<file path="src/rtl/gameclk.sv">
// Game tick generator: divides clk down to a 50% duty clk_out whose half-period
// shortens on every level-up, and tightens the obstacle gap minEmpty alongside.
module gameclk #(
    parameter int unsigned DIV_INIT        = 2_500_000,
    parameter int unsigned DIV_MIN         = 1_000_000,
    parameter int unsigned DIV_STEP        = 100_000,
    parameter int unsigned TICKS_PER_LEVEL = 500,
    parameter logic [8:0]  EMPTY_INIT      = 9'd400,
    parameter logic [8:0]  EMPTY_MIN       = 9'd120,
    parameter logic [8:0]  EMPTY_STEP      = 9'd20
) (
    input  logic       clk,
    input  logic       rst,
    output logic       clk_out,
    output logic [8:0] minEmpty
);

    localparam logic [31:0] DivInit  = 32'(DIV_INIT);
    localparam logic [31:0] DivMin   = 32'(DIV_MIN);
    localparam logic [31:0] DivStep  = 32'(DIV_STEP);
    localparam logic [15:0] TickLast = 16'(TICKS_PER_LEVEL - 1);

    logic [31:0] cnt_q, cnt_d;
    logic [31:0] per_q, per_d;
    logic [15:0] tcnt_q, tcnt_d;
    logic        clk_out_q, clk_out_d;
    logic [8:0]  min_empty_q, min_empty_d;

    // Next-state: divider, tick counter and saturating level-up.
    always_comb begin
        cnt_d       = cnt_q + 32'd1;
        per_d       = per_q;
        tcnt_d      = tcnt_q;
        clk_out_d   = clk_out_q;
        min_empty_d = min_empty_q;

        // >= rather than == so an overshooting cnt still toggles.
        if (cnt_q >= per_q - 32'd1) begin
            cnt_d     = 32'd0;
            clk_out_d = ~clk_out_q;
            if (!clk_out_q) begin
                if (tcnt_q < TickLast) begin
                    tcnt_d = tcnt_q + 16'd1;
                end else begin
                    tcnt_d = 16'd0;
                    // Saturate at the floor, guarding against unsigned underflow.
                    if (per_q < DivStep || (per_q - DivStep) < DivMin) begin
                        per_d = DivMin;
                    end else begin
                        per_d = per_q - DivStep;
                    end
                    if (min_empty_q < EMPTY_STEP || (min_empty_q - EMPTY_STEP) < EMPTY_MIN) begin
                        min_empty_d = EMPTY_MIN;
                    end else begin
                        min_empty_d = min_empty_q - EMPTY_STEP;
                    end
                end
            end
        end
    end

    // State registers with synchronous reset.
    always_ff @(posedge clk) begin
        if (rst) begin
            cnt_q       <= 32'd0;
            per_q       <= DivInit;
            tcnt_q      <= 16'd0;
            clk_out_q   <= 1'b0;
            min_empty_q <= EMPTY_INIT;
        end else begin
            cnt_q       <= cnt_d;
            per_q       <= per_d;
            tcnt_q      <= tcnt_d;
            clk_out_q   <= clk_out_d;
            min_empty_q <= min_empty_d;
        end
    end

    assign clk_out  = clk_out_q;
    assign minEmpty = min_empty_q;

endmodule

</file>
<file path="config.mk">
export PLATFORM = sky130hd
export DESIGN_NAME = gameclk
export DESIGN_NICKNAME = d
export VERILOG_FILES = /design/src/rtl/gameclk.sv
export SDC_FILE = /design/constraint.sdc
export NUM_CORES = 1
export LEC_CHECK = 0
export BUFFER_PORTS_ARGS = -buffer_cell sky130_fd_sc_hd__clkbuf_2
export CORE_MARGIN = 5
export CORE_UTILIZATION = 55
export DETAILED_ROUTE_END_ITERATION = 16
export GPL_ROUTABILITY_DRIVEN = 1
export PLACE_DENSITY = 0.83
export SLEW_MARGIN = 20
export SYNTH_ARGS = -nofsm -noshare
export SYNTH_HDL_FRONTEND = slang
export SYNTH_SLANG_ARGS = --single-unit
</file>
<file path="constraint.sdc">
create_clock -name clk -period 4.3 [get_ports clk]
set_input_delay 0 -clock clk [delete_from_list [all_inputs] [get_ports clk]]
set_output_delay 0 -clock clk [all_outputs]
set_load 0.05 [all_outputs]
</file>
* Yosys cells after proc, flatten, opt, wreduce, memory -nomap -nowiden
Index checks and enable logic that the tools add are counted.
** Cells by class
- Bitwise operators :: 2
- Reductions and logical operators :: 5
- Order comparisons :: 6
- Mux-type cells :: 3
- Add/sub/neg operators :: 5
** Operator list (count)
- $add 32x1->32 const B :: 1
- $ge 32x32->1 :: 1
- $lt 32x17->1 const B :: 1
- $lt 32x20->1 const B :: 1
- $mux 32 :: 1
- $sub 32x1->32 const B :: 1
- $sub 32x17->32 const B :: 1
- $add 16x1->16 const B :: 1
- $lt 16x9->1 const B :: 1
- $mux 16 :: 1
- $lt 9x5->1 const B :: 1
- $lt 9x7->1 const B :: 1
- $mux 9 :: 1
- $sub 9x5->9 const B :: 1
- $reduce_and 3->1 :: 1
- $logic_or 1x1->1 :: 2
- $not 1->1 :: 2
- $reduce_and 2->1 :: 1
- $reduce_or 2->1 :: 1
** Word-level totals
- Output and inout bits :: 10
- Logic and storage cells :: 26
- Input port bits :: 2
- Bits in registers :: 90

* Logic depth before layout (Yosys ltp)
- Depth in word-level cells :: 4
- Depth in mapped cells :: 20
- Mapped depth without buffers :: 16

* Least setup slack after synthesis
OpenSTA, ideal clock, no wires.
- Path kind :: reg2reg
- Start :: register per_q[8]
- End :: register per_q[13]
- Path buffers :: 3
- Library setup time :: 0.122 ns
- Data required time :: 4.178 ns
- Setup slack :: -0.292 ns
- Period minus slack after synthesis :: 4.592 ns
- Arrival :: 4.470 ns
- Stages on the path, launching flop included :: 19
- Cell sequence :: dfxtp_1 clkbuf_1 nor4_1 nand2_1 or4_2 nor2_1 nand2_1 nor3_1 nand2_1 xor2_1 ha_1 and4_1 nand4_1 a31oi_1 o21a_1 clkbuf_1 clkbuf_1 o31ai_1 a221o_1
** Between the ends
- Cells in the longest elaborated chain, start to end :: 4
- Elaborated cells between the ends (all ways) :: 8
- Classes of those cells :: 2 x add/sub; 3 x order compare; 1 x mux; 2 x reduce/logical
** RTL lines
- start, declared :: line 24 : logic [31:0] per_q, per_d;
- start signal, assigned :: line 66 : per_q <= DivInit;
- start signal, assigned :: line 72 : per_q <= per_d;
- $sub 32x17->32 :: line 47, 50
- $lt 32x20->1 :: line 47 : if (per_q < DivStep || (per_q - DivStep) < DivMin) begin
- $logic_or 1x1->1 :: line 47
- $mux 32 :: line 47
Parallel ways exist; a longest one is shown, timed or not.
A chain may end at the register's enable or synchronous reset.

* Worst setup path in the final report
- Start :: register per_q[10]
- End :: register per_q[16]
Same word-level chain as after synthesis.

==> impl_metrics.env <==
export IMPL_status="finished clean"
export IMPL_dp_hpwl_um=9510
export IMPL_n_antenna_cell=0
export IMPL_finalSetupViolCount=0
export IMPL_async_flop_share_pct=0
export IMPL_synth_commonest_cells="nor2_1, dfxtp_1, nand2_1, ha_1, xnor2_1"
export IMPL_num_vias=4972
export IMPL_grt_pass1_vias=4728
export IMPL_cp_max_fo=9
export IMPL_syn_area_um2=5290
export IMPL_tightest_slew_ns=0.685
export IMPL_drv_slew=0
export IMPL_synthSimpleGateAreaFrac_pct=27.6
export IMPL_synth_compound_area_share_pct=16.9
export IMPL_start_util_pct=56.9
export IMPL_startpoint_type="register"
export IMPL_final_util_pct=63.7
export IMPL_yosys_area_share_adder_pct=7.81
export IMPL_postCtsHoldBufs=0
export IMPL_power_mw=1.45
export IMPL_p_per_area_nw_per_um2=246
export IMPL_peakVddDrop_uv=221
export IMPL_yosysTopAreaCell="dfxtp_1"
export IMPL_finalHoldViolCount=0
export IMPL_io_pins=12
export IMPL_clk_latency_ns=0.37
export IMPL_yosysTopAreaCellShare_pct=31.4
export IMPL_grt_max_degree=32
export IMPL_sw_frac_of_total_pct=23.5
export IMPL_worstPathRequired_ns=4.55
export IMPL_viasPerCell=6.09
export IMPL_cp_data_arrival_time_ns=4.36
export IMPL_antenna_found_initial=0
export IMPL_p_clk_share_pct=44.2
export IMPL_seq_power_share_pct=53.6
export IMPL_clk_path_buf_depth=2
export IMPL_synth_seq_area_share_pct=31.4
export IMPL_setup_ws_ns=0.189
export IMPL_seq_area_um2=1660
export IMPL_chipHeight_um=108
export IMPL_cts_sinks=83
export IMPL_first_pass_iters=6
export IMPL_synth_edf_count=0
export IMPL_power_frac_comb_pct=2.2
export IMPL_grt_use_total_pct=23.3
export IMPL_die_w_um=108
export IMPL_post_place_ws_ns=-0.0447
export IMPL_die_area_um2=11700
export IMPL_rows=35
export IMPL_synth_top_family_by_area="simple AND/OR/NAND/NOR gates"
export IMPL_drc=0
export IMPL_grt_overflow=0
export IMPL_timing_final_crit_share_pct=95.6
export IMPL_cts_buffers_inserted=9
export IMPL_cts_htree_levels=3
export IMPL_synth_ff_type="dfxtp_1"
export IMPL_areaGrowthSynthToFinish_pct=11.9
export IMPL_synth_warning_count=0
export IMPL_gp_congestion=0.966
export IMPL_internal_power_mw=1.11
export IMPL_max_cap_viol_count=0
export IMPL_nets=717
export IMPL_end_kind="register"
export IMPL_synth_cell_types=67
export IMPL_drt_initial_drc_count=444
export IMPL_postRouteAntennaNets=0
export IMPL_ys_seq_elements=83
export IMPL_clkTransAtPathRegs_ns=0.10
export IMPL_synth_xor_area_share_pct=10.6
export IMPL_max_freq_mhz=243
export IMPL_cts_tree="built"
export IMPL_crit_type="register to register"
export IMPL_synth_mux_area_share_pct=0.379
export IMPL_synth_most_common_cell="nor2_1"
export IMPL_multiInputGateArea_um2=3430
export IMPL_synthTopCellsByArea="dfxtp_1, ha_1, nor2_1"
export IMPL_skew_ns=0.0131
export IMPL_drt_total_wl_um=13000
export IMPL_root_buffer="clkbuf_8"
export IMPL_hp_class="input pin to register"
export IMPL_portBuffers=9
export IMPL_period_minus_slack_ns=4.11
export IMPL_drive_above_1_share_pct=14.0
export IMPL_core_area_um2=9280
export IMPL_grt_pass1_wl_um=22300
export IMPL_wl_per_cell_um=15.9
export IMPL_nFillCells=809
export IMPL_rsz0062_at_grt="yes"
export IMPL_slew_headroom_pct=54.3
export IMPL_postSynthCellCount=661
export IMPL_p_leak_nw=2.18
export IMPL_p_sw_uw=342
export IMPL_synth_area_per_cell_um2=8.00
[cells by family after synthesis]
kind of cell,count (synthesis)
buffers and inverters,61
AOI/OAI and AO/OA,125
DFF,83
muxes,2
and+or+nand+nor,292
xor gates and xnor gates,64
other,1
adders and majority gates,33
[final timing paths]
check	slack (ns)	cells past startpoint	startpoint	endpoint
min reg2reg	0.48	2	tcnt_q[12]	tcnt_q[12]
min	0.16	2	rst	per_q[28]
max reg2reg	0.19	17	per_q[10]	per_q[16]
max	0.19	17	per_q[10]	per_q[16]
[worst max-delay path: stages, from the launching register on]
cell       delay [ns]
dfxtp_1          0.35
nor4_4           0.32
nand2_1          0.13
or4_4            0.52
nor2_2           0.14
nand2_1          0.10
nor3_2           0.23
nand2_1          0.11
xor2_1           0.16
ha_1             0.32
and4_1           0.23
nand4_1          0.16
a31oi_4          0.23
o21ai_1          0.11
buf_4            0.15
buf_4            0.17
buf_4            0.15
a2111oi_1        0.41
[state kept, by name, indices dropped and copies added (netlist names)]
signal and cells:
cnt_q 32, per_q 27, tcnt_q 16, minEmpty 7, clk_out 1
[cell usage in the layout, fill, tap and decap left out, types with 3 or more instances in the layout]
cell / instances
nor2_1: 88
dfxtp_1: 83
nand2_1: 50
buf_4: 42
xnor2_1: 33
ha_1: 33
xor2_1: 31
nor3_1: 28
nand3_1: 28
a21oi_1: 27
o21ai_0: 23
inv_1: 18
nand4_1: 14
and3_1: 13
or3_1: 11
nor4_1: 10
clkbuf_8: 9
clkbuf_2: 9
a221o_1: 7
nand3b_1: 7
o41ai_1: 7
nor3_2: 6
nor2b_1: 6
o31ai_1: 6
or2_2: 5
and2_1: 5
a31oi_1: 5
o211ai_1: 4
a211oi_1: 4
a21o_1: 4
o21a_1: 4
o22ai_1: 4
or4_4: 3
and4_1: 3
nand2b_1: 3
[final cells by class]
class                           count  share of cell area, %
Clock inverter                      7                   1.67
Inverter                           18                   1.14
Tap cell                          129                   2.73
Sequential cell                    83                   28.1
Multi-Input combinational cell    518                   58.0
Timing Repair Buffer               52                   6.28
Clock buffer                        9                   2.09
[per-stage QoR]
stage               hold slack, ns  cells  cell area [um^2]  TNS [ns]
global placement             0.450    798              5630         0
finish                       0.162    816              5910         0
global route                 0.181    816              5910   -0.0889
CTS                          0.135    814              5870         0
floorplan                    0.220    662              5320         0
detailed placement           0.457    798              5630   -0.0447
[repair_timing]
action                     in CTS  in global routing
setup endpoints to repair       2                 50
setup buffers                   0                  2
pin swaps                       0                  4
gates resized for setup         4                  7
[layer usage]
layer  track usage (%)  up-vias  share of wire [%]
met5                 0        -                  0
met4              8.39        0                2.3
met3              4.30       39                7.3
met2              38.6      216                 46
met1              30.3     2296                 44
li1                  -     2421                  -
[power by group through the flow]
stage	registers (mW)	logic, mW	clock network [mW]
2_1_floorplan	0.792	0.0290	0
3_3_place_gp	0.797	0.0302	0
3_5_place_dp	0.797	0.0316	0
4_1_cts	0.779	0.0318	0.649
5_1_grt	0.780	0.0349	0.676
6_report	0.780	0.0320	0.642
No activity file was read; power rests on OpenSTA's default activity.
